===== config.mk =====
export PLATFORM = sky130hd
export DESIGN_NAME = quad_encoder_counter
export DESIGN_NICKNAME = d
export VERILOG_FILES = /design/src/rtl/quad_encoder_counter.sv
export SDC_FILE = /design/constraint.sdc
export NUM_CORES = 1
export LEC_CHECK = 0
export ABC_CLOCK_PERIOD_IN_PS = 3100
export CAP_MARGIN = 20
export CORE_UTILIZATION = 50
export CTS_BUF_LIST = sky130_fd_sc_hd__clkbuf_8 sky130_fd_sc_hd__clkbuf_16
export DETAILED_ROUTE_END_ITERATION = 16
export PLACE_DENSITY_LB_ADDON = 0.3
export SLEW_MARGIN = 30
export SYNTH_ARGS = -nofsm -noshare
export SYNTH_HDL_FRONTEND = slang
export SYNTH_SLANG_ARGS = --single-unit

===== constraint.sdc =====
create_clock -name clk -period 3.1 [get_ports clk]
set_clock_uncertainty 0.15 [all_clocks]
set_input_delay 0.31 -clock clk [delete_from_list [all_inputs] [get_ports clk]]
set_output_delay 0.31 -clock clk [all_outputs]
set_load 0.05 [all_outputs]

===== src/rtl/quad_encoder_counter.sv =====
// -----------------------------------------------------------------------------
// quad_encoder_counter
//
// Quadrature encoder front end: 2-flop synchronisers on A/B (and Z), a
// per-channel stability filter, Gray-code transition decoding at x1/x2/x4
// resolution, a wrapping or saturating position counter, and a registered
// hex 7-segment decode of the counter's low nibble.
//
// Optional feature: define ENC_INDEX_EN to make a rising edge of the
// synchronised index input Z load the counter with zero. Without the macro
// Z is ignored and no index logic exists.
// -----------------------------------------------------------------------------
module quad_encoder_counter #(
  parameter int CNT_W      = 8,
  parameter int CNT_MAX    = 2**CNT_W - 1,
  parameter int DEB_CYCLES = 4,
  parameter bit SATURATE   = 1'b0
) (
  input  logic             clk,
  input  logic             rst,       // asynchronous, active-low
  input  logic             a,
  input  logic             b,
  input  logic             z,
  input  logic [1:0]       mode,
  input  logic             clr,
  output logic [CNT_W-1:0] count,
  output logic             dir,
  output logic             step,
  output logic             err,
  output logic [6:0]       segments
);

  localparam logic [CNT_W-1:0] MAX_V = CNT_W'(CNT_MAX);

  // Resolution selector; 2'b11 behaves like x4.
  typedef enum logic [1:0] {
    MODE_X1 = 2'b00,
    MODE_X2 = 2'b01,
    MODE_X4 = 2'b10
  } mode_e;

  // ---------------------------------------------------------------------------
  // Helpers
  // ---------------------------------------------------------------------------

  // Position of a Gray code {A,B} along the CW cycle 00,01,11,10 (0..3).
  function automatic logic [1:0] gray_pos(input logic [1:0] g);
    return {g[1], g[1] ^ g[0]};
  endfunction

  // Hex digit to active-high segments, bit0 = seg a ... bit6 = seg g.
  function automatic logic [6:0] hex7(input logic [3:0] v);
    logic [6:0] s;
    case (v)
      4'h0: s = 7'h3F;
      4'h1: s = 7'h06;
      4'h2: s = 7'h5B;
      4'h3: s = 7'h4F;
      4'h4: s = 7'h66;
      4'h5: s = 7'h6D;
      4'h6: s = 7'h7D;
      4'h7: s = 7'h07;
      4'h8: s = 7'h7F;
      4'h9: s = 7'h6F;
      4'hA: s = 7'h77;
      4'hB: s = 7'h7C;
      4'hC: s = 7'h39;
      4'hD: s = 7'h5E;
      4'hE: s = 7'h79;
      default: s = 7'h71;
    endcase
    return s;
  endfunction

  // ---------------------------------------------------------------------------
  // Synchronisers: bit1 = A, bit0 = B
  // ---------------------------------------------------------------------------
  logic [1:0] ab_s1_q, ab_s2_q;

  // Two-flop synchroniser for the asynchronous encoder channels.
  // NOTE: clocked state uses non-blocking (<=) so every flop samples the
  // pre-edge value of its source; blocking here would collapse the chain.
  always_ff @(posedge clk or negedge rst) begin
    if (!rst) begin
      ab_s1_q <= 2'b00;
      ab_s2_q <= 2'b00;
    end else begin
      ab_s1_q <= {a, b};
      ab_s2_q <= ab_s1_q;
    end
  end

  // ---------------------------------------------------------------------------
  // Stability filter: a channel follows its synced value only after the
  // difference has persisted for DEB_CYCLES consecutive cycles.
  // ---------------------------------------------------------------------------
  logic [1:0] ab_f;

  if (DEB_CYCLES == 0) begin : g_bypass
    assign ab_f = ab_s2_q;
  end else begin : g_deb
    localparam int              DEB_W    = (DEB_CYCLES > 1) ? $clog2(DEB_CYCLES) : 1;
    localparam logic [DEB_W-1:0] DEB_LAST = DEB_W'(DEB_CYCLES - 1);

    for (genvar ch = 0; ch < 2; ch++) begin : g_ch
      logic [DEB_W-1:0] cnt_q, cnt_d;
      logic             filt_q, filt_d;

      // Count mismatch cycles; the DEB_CYCLES-th one commits the new value.
      // NOTE: every always_comb output gets a default first, so no path
      // leaves it unassigned and no latch is inferred.
      always_comb begin
        cnt_d  = '0;
        filt_d = filt_q;
        if (ab_s2_q[ch] != filt_q) begin
          if (cnt_q == DEB_LAST) begin
            filt_d = ab_s2_q[ch];
          end else begin
            cnt_d = cnt_q + 1'b1;
          end
        end
      end

      // Filter state register.
      always_ff @(posedge clk or negedge rst) begin
        if (!rst) begin
          cnt_q  <= '0;
          filt_q <= 1'b0;
        end else begin
          cnt_q  <= cnt_d;
          filt_q <= filt_d;
        end
      end

      assign ab_f[ch] = filt_q;
    end
  end

  // ---------------------------------------------------------------------------
  // Optional index input
  // ---------------------------------------------------------------------------
  logic index_rise;

`ifdef ENC_INDEX_EN
  logic z_s1_q, z_s2_q, z_prev_q;

  // Synchronise Z and keep one cycle of history for edge detection.
  always_ff @(posedge clk or negedge rst) begin
    if (!rst) begin
      z_s1_q   <= 1'b0;
      z_s2_q   <= 1'b0;
      z_prev_q <= 1'b0;
    end else begin
      z_s1_q   <= z;
      z_s2_q   <= z_s1_q;
      z_prev_q <= z_s2_q;
    end
  end

  assign index_rise = z_s2_q & ~z_prev_q;
`else
  logic unused_z;
  assign unused_z   = z;
  assign index_rise = 1'b0;
`endif

  // ---------------------------------------------------------------------------
  // Transition decode
  // ---------------------------------------------------------------------------
  logic [1:0] prev_q;
  logic [1:0] delta;
  logic       moved, illegal, up, qualified, count_en;
  mode_e      mode_sel;

  assign mode_sel = (mode == 2'b11) ? MODE_X4 : mode_e'(mode);

  // Classify the filtered transition and apply the resolution filter.
  always_comb begin
    delta   = gray_pos(ab_f) - gray_pos(prev_q);   // 1 = CW, 3 = CCW, 2 = illegal
    moved   = (delta != 2'd0);
    illegal = (delta == 2'd2);
    up      = (delta == 2'd1);
    case (mode_sel)
      MODE_X1: qualified = (ab_f == 2'b00);
      MODE_X2: qualified = (ab_f[1] != prev_q[1]);
      default: qualified = 1'b1;
    endcase
    count_en = moved && !illegal && qualified;
  end

  // ---------------------------------------------------------------------------
  // Position counter, direction, step pulse, sticky error
  // ---------------------------------------------------------------------------
  logic [CNT_W-1:0] count_q, count_d;
  logic             dir_q, dir_d;
  logic             step_q, step_d;
  logic             err_q, err_d;

  // Next-state for the counter block; clr has the last word, then index.
  always_comb begin
    count_d = count_q;
    dir_d   = dir_q;
    step_d  = 1'b0;
    err_d   = err_q | illegal;

    if (count_en) begin
      step_d = 1'b1;
      dir_d  = up;
      if (up) begin
        if (count_q >= MAX_V) begin
          count_d = SATURATE ? MAX_V : '0;
        end else begin
          count_d = count_q + 1'b1;
        end
      end else begin
        if (count_q == '0) begin
          count_d = SATURATE ? '0 : MAX_V;
        end else begin
          count_d = count_q - 1'b1;
        end
      end
    end

    if (index_rise) begin
      count_d = '0;
    end

    if (clr) begin
      count_d = '0;
      err_d   = 1'b0;
      step_d  = 1'b0;
      dir_d   = dir_q;
    end
  end

  // Decoder history and counter state registers.
  always_ff @(posedge clk or negedge rst) begin
    if (!rst) begin
      prev_q  <= 2'b00;
      count_q <= '0;
      dir_q   <= 1'b0;
      step_q  <= 1'b0;
      err_q   <= 1'b0;
    end else begin
      prev_q  <= ab_f;
      count_q <= count_d;
      dir_q   <= dir_d;
      step_q  <= step_d;
      err_q   <= err_d;
    end
  end

  // ---------------------------------------------------------------------------
  // Segment display: registered, one cycle behind count
  // ---------------------------------------------------------------------------
  logic [3:0] nibble;
  logic [6:0] seg_q;

  assign nibble = 4'(count_q);

  // Register the hex decode of the low nibble.
  always_ff @(posedge clk or negedge rst) begin
    if (!rst) begin
      seg_q <= 7'h3F;
    end else begin
      seg_q <= hex7(nibble);
    end
  end

  assign count    = count_q;
  assign dir      = dir_q;
  assign step     = step_q;
  assign err      = err_q;
  assign segments = seg_q;

endmodule


==> results.toml, run 1 <==
[run_status]
outcome = "finished, final reports clean"

[drt]
drc = 0
drt_iter0_markers = 54
avgViaCountPerCell = 5.917
vias = 1432
wl_per_cell_um = 15.59
drt_pass1_iterations = 4
ant_nets = 0
wl_mm = 3.772

[critical_path]
worstSetupStartpoint = "g_deb.g_ch[1].filt_q"
startpoint_type = "flop"
reg2reg_depth = 7
crit_fanout = 10
path_cells = "inv_1 -> ha_1 -> inv_1 -> ha_1 -> a2111oi_4 -> nand2_1 -> o2bb2ai_1"
crit_type = "flop to flop"
r2r_setup_slack_ps = 600
crit_slowest_cell = "a2111oi_4"
worst_setup_path_end_kind = "flop"
timing.rr.end = "count[1]"
slowest_delay_ps = 550
reg2reg_from = "g_deb.g_ch[1].filt_q"
required_ps = 3160
critPathArrivalTime_ps = 2550

[clocking]
clk_latency_ps = 280
cts_sinks = 30
post_cts_buffers = 0
cts_buffers = 5
cts_resized = 0
htreeDepth = 2
clock_path_buffers = 2
cts-root-buf = "clkbuf_8"
path_clk_slew_ps = 70
postCtsHoldBufs = 0
cts_tree = "done"

[sta]
final_hold_viol_count = 0
rsz0062_at_grt = "false"
maxSlewViolCount = 0
fin_crit_sh = 0.8058
worstMarginPinSlew_ps = 687.1
fin_crit_ps = 2498
max_freq_ghz = 0.4003
fin_setup_tns_ps = 0
setup_viol = 0
maxSlewHeadroom = 0.5420

[layout]
num_antenna_cells = 0
syn2layout_area_growth_pct = 20.20
finalNetCount = 216
layout-drive-gt1-share = 0.1276
fin_area_um2 = 2130

[synthesis]
ys_top_cells_by_count = "dfrtp_1, ha_1, nand2_1"
syn_nets = 193
avgSynthCellArea_um2 = 10.30
synth_area_leader_cell = "dfrtp_1"
synthArstFlopShare = 1.000
ys.flop_type = "dfrtp_1"
yosysMostFrequentCell = "dfrtp_1"
synth_top_cell_area_share = 0.3390
ys_types = 52
synth-seq-cells = 30
yosys-top-cells-area = "dfrtp_1, ha_1, dfstp_2, nand2_1, a21oi_1"
synth_warnings = 0
yosysSeqAreaShare = 0.4280
syn_area_um2 = 1772
syn_inst = 172
synth_enable_flop_cells = 0

[grt]
antenna_found_initial = 0
grt_util_met2 = 0.3994
grt_max_degree = 31
grt_pass1_wl_mm = 6.292
grt-ovfl-total = 0
gr-usage-met3 = 0.05462
top_usage_layer = "met2"
first_global_vias = 1439
use_met1 = 0.2712
grt_usage = 0.2297

[run]
drv_cap = 0

[hold_path]
worstHoldStart = "ab_s1_q[1]"
hold_depth = 0
hold_class = "flop to flop"
hold_end = "ab_s2_q[1]"

[placement]
globalplace.congestion = 0.9005
dp_hpwl_mm = 2.695
placed_cell_area_um2 = 2034
io_buffers = 24

[die]
core-area_um2 = 3363
ioPinCount = 26
start_util = 0.5268
design.die.area_um2 = 3785
die_w_um = 61.53
rows = 21
fp.dieH_um = 61.53
worst max-delay path: cells and delay by family, from the launching register on:
kind,cells,cell delay (ps)
DFF,1,450
adders and majority gates,2,740
and+or+nand+nor,1,200
AOI/OAI and AO/OA,2,740
buffers and inverters,2,130
per-stage QoR:
step / hold slack, ps / util / std cells / worst slack, ps
2_1_floorplan: -135.6 / - / 172 / 700.4
3_3_place_gp: 183.9 / 0.6049 / 234 / 736.8
3_5_place_dp: 189.3 / 0.6049 / 234 / 627.8
4_1_cts: 204.5 / 0.6332 / 242 / 617.9
5_1_grt: 209.0 / 0.6332 / 242 / 460.0
6_report: 202.0 / 0.6332 / 242 / 601.9
final cells by class:
cell class                      instances  area, µm²
Timing Repair Buffer                   25      247.7
Clock buffer                            6      82.58
Sequential cell                        30      758.2
Inverter                               10      37.54
Fill cell                             320       1234
Clock inverter                          2      12.51
Multi-Input combinational cell        123      933.4
Tap cell                               46      57.56
metal layers:
metal | part of all wire | vias up
li1 | - | 678
met1 | 0.42 | 698
met2 | 0.50 | 49
met3 | 0.060 | 7
met4 | 0.016 | 0
met5 | 0 | -
flip-flops by register name, indices dropped and copies added, names as in the netlist, 2 cells and up:
signal,count
count,8
segments,7
g_deb.g_ch.cnt_q,4
ab_s1_q,2
ab_s2_q,2
g_deb.g_ch.filt_q,2
prev_q,2
how the worst max path moves through the flow:
stage,slack [ps],cells past startpoint,to
3_5_place_dp,630,7,count[3]
2_1_floorplan,700,7,count[2]
5_1_grt,460,7,count[3]
3_3_place_gp,740,8,count[5]
4_1_cts,620,7,count[3]
6_report,600,7,count[1]
kinds of logic (layout without fill, tap and decap cells):
| logic type | after synthesis | count (layout) | synth area share |
|---|---|---|---|
| AND/OR/NAND/NOR | 54 | 54 | 0.1617 |
| AO/OA/AOI/OAI | 45 | 45 | 0.1992 |
| flip-flops | 30 | 30 | 0.4280 |
| buffers and inverters | 19 | 43 | 0.04520 |
| adder cells (fa/ha/maj) | 13 | 13 | 0.09181 |
| XOR/XNOR | 7 | 7 | 0.04378 |
| multiplexers | 4 | 4 | 0.03037 |
placed cells by master, fill, tap and decap left out, types with 7 or more instances in the layout:
master            n
nand2_1          13
dfrtp_1          24
nor3_1            7
clkdlybuf4s50_1  24
nor2_1           10
inv_1            10
a21oi_1           9
ha_1             13
Power of run 1 is left out: the tool's default activity adds up to more than one toggle a clock period on the data nets, which glitch-free logic cannot reach.
==> inputs of run 2 (changes only) <==
Settings changed: ABC_CLOCK_PERIOD_IN_PS 3100 to 2300.
Clock period 3.1 ns to 2.3 ns, I/O delays scaled along.
==> run 2 against run 1 <==
Compared with the run above: non-clock buffer count grew 15; critical path depth grew 1; setup slack lost 540 ps; count of clock-buffer cells in the layout is the same; routed wire length grew 5.6%; fmax grew 12%; die area is the same; cell count grew 6.2%.
==> results.toml, run 2 (synthesis results as in run 1) <==
[critical_path]
startpoint_type = "flop"
crit_type = "flop to flop"
required_ps = 2310
critPathArrivalTime_ps = 2240
worst_setup_path_end_kind = "flop"
reg2reg_from = "g_deb.g_ch[0].filt_q"
reg2reg_depth = 8
crit_fanout = 5
r2r_setup_slack_ps = 70
timing.rr.end = "count[5]"

[drt]
drc = 0
wl_mm = 3.982
drt_iter0_markers = 85
drt_pass1_iterations = 4
avgViaCountPerCell = 5.716
wl_per_cell_um = 15.49
vias = 1469
ant_nets = 0

[layout]
syn2layout_area_growth_pct = 28.32
layout-drive-gt1-share = 0.2322
num_antenna_cells = 0
layout_common_cells = "dfrtp_1, clkdlybuf4s50_1, buf_4, nand2_1, ha_1"
nFillCells = 278
multi_input_area_um2 = 967.2
register_area_um2 = 760.7
fin_area_um2 = 2273
finalNetCount = 231
final_util = 0.6760
largest_reg_flops = 8

[placement]
dp_hpwl_mm = 2.735
placed_cell_area_um2 = 2130
io_buffers = 24
globalplace.congestion = 0.9385

[die]
rows = 21
design.die.area_um2 = 3785
start_util = 0.5268
die_w_um = 61.53
ioPinCount = 26
core-area_um2 = 3363
fp.dieH_um = 61.53

[clocking]
htreeDepth = 2
postCtsHoldBufs = 0
cts_buffers = 5
path_clk_slew_ps = 60
cts_tree = "done"
clock_path_buffers = 2
clk_latency_ps = 280
cts-root-buf = "clkbuf_8"
cts_sinks = 30

[sta]
setup_viol = 0
maxSlewHeadroom = 0.5381
max_freq_ghz = 0.4476
worstMarginPinSlew_ps = 687.5
final_hold_viol_count = 0
fin_crit_sh = 0.9714
maxSlewViolCount = 0
fin_crit_ps = 2234

[run_status]
outcome = "finished, final reports clean"

[grt]
grt_usage = 0.2214
grt_pass1_wl_mm = 6.003
antenna_found_initial = 0
grt-ovfl-total = 0
first_global_vias = 1353
grt_max_degree = 31

[run]
drv_cap = 0

[hold_path]
hold_class = "primary input to async pin"
==> run 2: per-layer routing <==
metal	GRT usage	up-vias	wire length, µm
met5	0	-	0
met4	0.07937	0	73
met3	0.06723	9	200
met2	0.3671	50	1949
met1	0.2723	705	1759
li1	-	705	-
==> run 2: worst max path at each step <==
| stage | to | depth (start not counted) | slack, ps | from |
|---|---|---|---|---|
| after global placement | count[5] | 8 | 90 | g_deb.g_ch[0].filt_q |
| after detailed placement | count[5] | 8 | 50 | g_deb.g_ch[0].filt_q |
| final | count[5] | 8 | 70 | g_deb.g_ch[0].filt_q |
| after global routing | count[5] | 8 | -10 | g_deb.g_ch[0].filt_q |
| after floorplan | count[2] | 7 | 7 | count[1] |
| after CTS | count[5] | 8 | 50 | g_deb.g_ch[0].filt_q |
==> run 2: repair_timing <==
action	in CTS	in global routing
gates resized for setup	0	8
endpoints found under the setup margin	0	7
hold endpoints to repair	0	0
setup buffers	0	2
==> run 2: worst max-delay path: stages, from the launching register on <==
cell and delay (ps):
dfrtp_1 400, inv_2 100, ha_4 200, inv_1 50
ha_2 160, xor3_2 300, or4b_4 540, a22oi_2 150
a211oi_2 60
==> run 2: final cells by class <==
type,count,share of cell area
clock buffer,6,0.03632
clock inverter,2,0.003853
inverter,10,0.01651
multi-input combinational,123,0.4254
sequential,30,0.3346
tap,46,0.02532
timing repair buffer,40,0.1580
==> run 2: stage by stage <==
stage | hold WS [ps] | setup WS [ps] | setup TNS, ps | instances
floorplan | -215.6 | 7.373 | 0 | 172
global placement | 184.6 | 90.76 | 0 | 247
detailed placement | 189.6 | 51.86 | 0 | 247
CTS | 205.4 | 50.65 | 0 | 255
global route | 212.0 | -10.32 | -10.32 | 257
finish | 185.6 | 65.82 | 0 | 257
Power of run 2 is left out for the same reason.
==> inputs of run 3 (changes only) <==
Settings changed: CAP_MARGIN 20 to 30, RECOVER_POWER from default to 25.
==> run 3 against run 2 <==
Compared with the run above: count of clock-buffer cells in the layout did not move; routed wire length fell by 0.70%; critical path depth did not move; worst hold slack improved by 12 ps; sequential cell count did not move; die area did not move.
==> results.toml, run 3 (synthesis results as in run 1) <==
[drt]
wl_mm = 3.954
wl_per_cell_um = 15.39
wl_met1_mm = 1.706
dr.max_layer_used = "met4"
drt_pass1_iterations = 4
drt_iter0_markers = 81
drc = 0
vias = 1479
dr_wl_met2_mm = 1.968
dr_wl_met3_um = 206
ant_nets = 0
avgViaCountPerCell = 5.755

[layout]
instances_no_fill = 257
register_area_um2 = 760.7
largest_reg_flops = 8
layout_common_cells = "dfrtp_1, clkdlybuf4s50_1, buf_4, nand2_1, ha_1"
syn2layout_area_growth_pct = 27.75
finalNetCount = 231
multi_input_area_um2 = 967.2
nFillCells = 277
final_common_cell = "dfrtp_1"
layout-drive-gt1-share = 0.2227
fin_area_um2 = 2263
num_antenna_cells = 0

[die]
die_w_um = 61.53
fp.dieH_um = 61.53
start_util = 0.5268
ioPinCount = 26
core-area_um2 = 3363
rows = 21
design.die.area_um2 = 3785

[sta]
maxSlewHeadroom = 0.5173
fin_ws_ps = 67.87
final_hold_viol_count = 0
fin_crit_sh = 0.9705
fin_crit_ps = 2232
max_freq_ghz = 0.4480
setup_viol = 0
worstMarginPinSlew_ps = 724.1
fin_setup_tns_ps = 0
maxSlewViolCount = 0

[clocking]
path_clk_slew_ps = 60
clk_latency_ps = 280
htreeDepth = 2
cts_buffers = 5
clock_path_buffers = 2
cts_tree = "done"
cts_sinks = 30
cts-root-buf = "clkbuf_8"

[grt]
grt_pass1_wl_mm = 6.003
grt_max_degree = 31
first_global_vias = 1353
grt_usage = 0.2214
antenna_found_initial = 0
grt-ovfl-total = 0

[hold_path]
worstHoldStart = "ab_s1_q[0]"
hold_class = "flop to flop"

[placement]
place_ws_ps = 51.86
dp_hpwl_mm = 2.735
placed_cell_area_um2 = 2130
placedCellCount = 247
io_buffers = 24
globalplace.congestion = 0.9385

[critical_path]
worst_setup_path_end_kind = "flop"
crit_fanout = 5
startpoint_type = "flop"
crit_type = "flop to flop"
critPathArrivalTime_ps = 2240
required_ps = 2310
reg2reg_from = "g_deb.g_ch[0].filt_q"
worstSetupStartpoint = "g_deb.g_ch[0].filt_q"

[run_status]
outcome = "finished, final reports clean"

[run]
drv_cap = 0
==> run 3: cell count changes in the layout (fill, tap and decap cells not counted), sizes merged <==
cell	before	now
buf	18	15
clkbuf	6	9
clkdlybuf4s50	22	19
dlygate4sd3	0	3
==> run 3: layout make-up <==
| type | count | area share |
|---|---|---|
| Clock buffer | 6 | 0.03648 |
| Sequential cell | 30 | 0.3361 |
| Timing Repair Buffer | 40 | 0.1542 |
| Tap cell | 46 | 0.02543 |
| Multi-Input combinational cell | 123 | 0.4273 |
| Clock inverter | 2 | 0.003870 |
| Inverter | 10 | 0.01658 |
==> run 3: path summary, 6_finish.rpt <==
kind                       depth (start not counted)                     end  slack, ps
hold / removal                                     0              ab_s2_q[0]        200
setup reg to reg                                   8                count[5]         70
min in group asynchronous                          2  g_deb.g_ch[1].cnt_q[1]        390
hold reg to reg                                    0              ab_s2_q[0]        200
max in group asynchronous                          2                count[1]       1100
setup / recovery                                   8                count[5]         70
==> run 3: worst max-delay path, cell delays in order (launching register included) <==
cell,delay (ps)
dfrtp_1,390
inv_2,100
ha_4,200
inv_1,50
ha_2,160
xor3_2,300
or4b_4,540
a22oi_2,150
a211oi_2,60
==> run 3: metal layers <==
metal / global-route usage / up-vias
li1: - / 709
met1: 0.2723 / 708
met2: 0.3671 / 53
met3: 0.06723 / 9
met4: 0.07937 / 0
met5: 0 / -
==> run 3: per-stage QoR <==
stage               hold WS (ps)  utilization
detailed placement         189.6       0.6332
floorplan                 -215.6            -
finish                     197.8       0.6730
global placement           184.6       0.6332
CTS                        205.4       0.6603
global route               212.0       0.6730
==> run 3: what timing repair did <==
item                                   in CTS  in global routing
gates resized for setup                     0                  8
buffers inserted                            0                  2
hold buffers                                0                  0
endpoints found under the hold margin       0                  0
setup endpoints to repair                   0                  7
Power of run 3 is left out for the same reason.
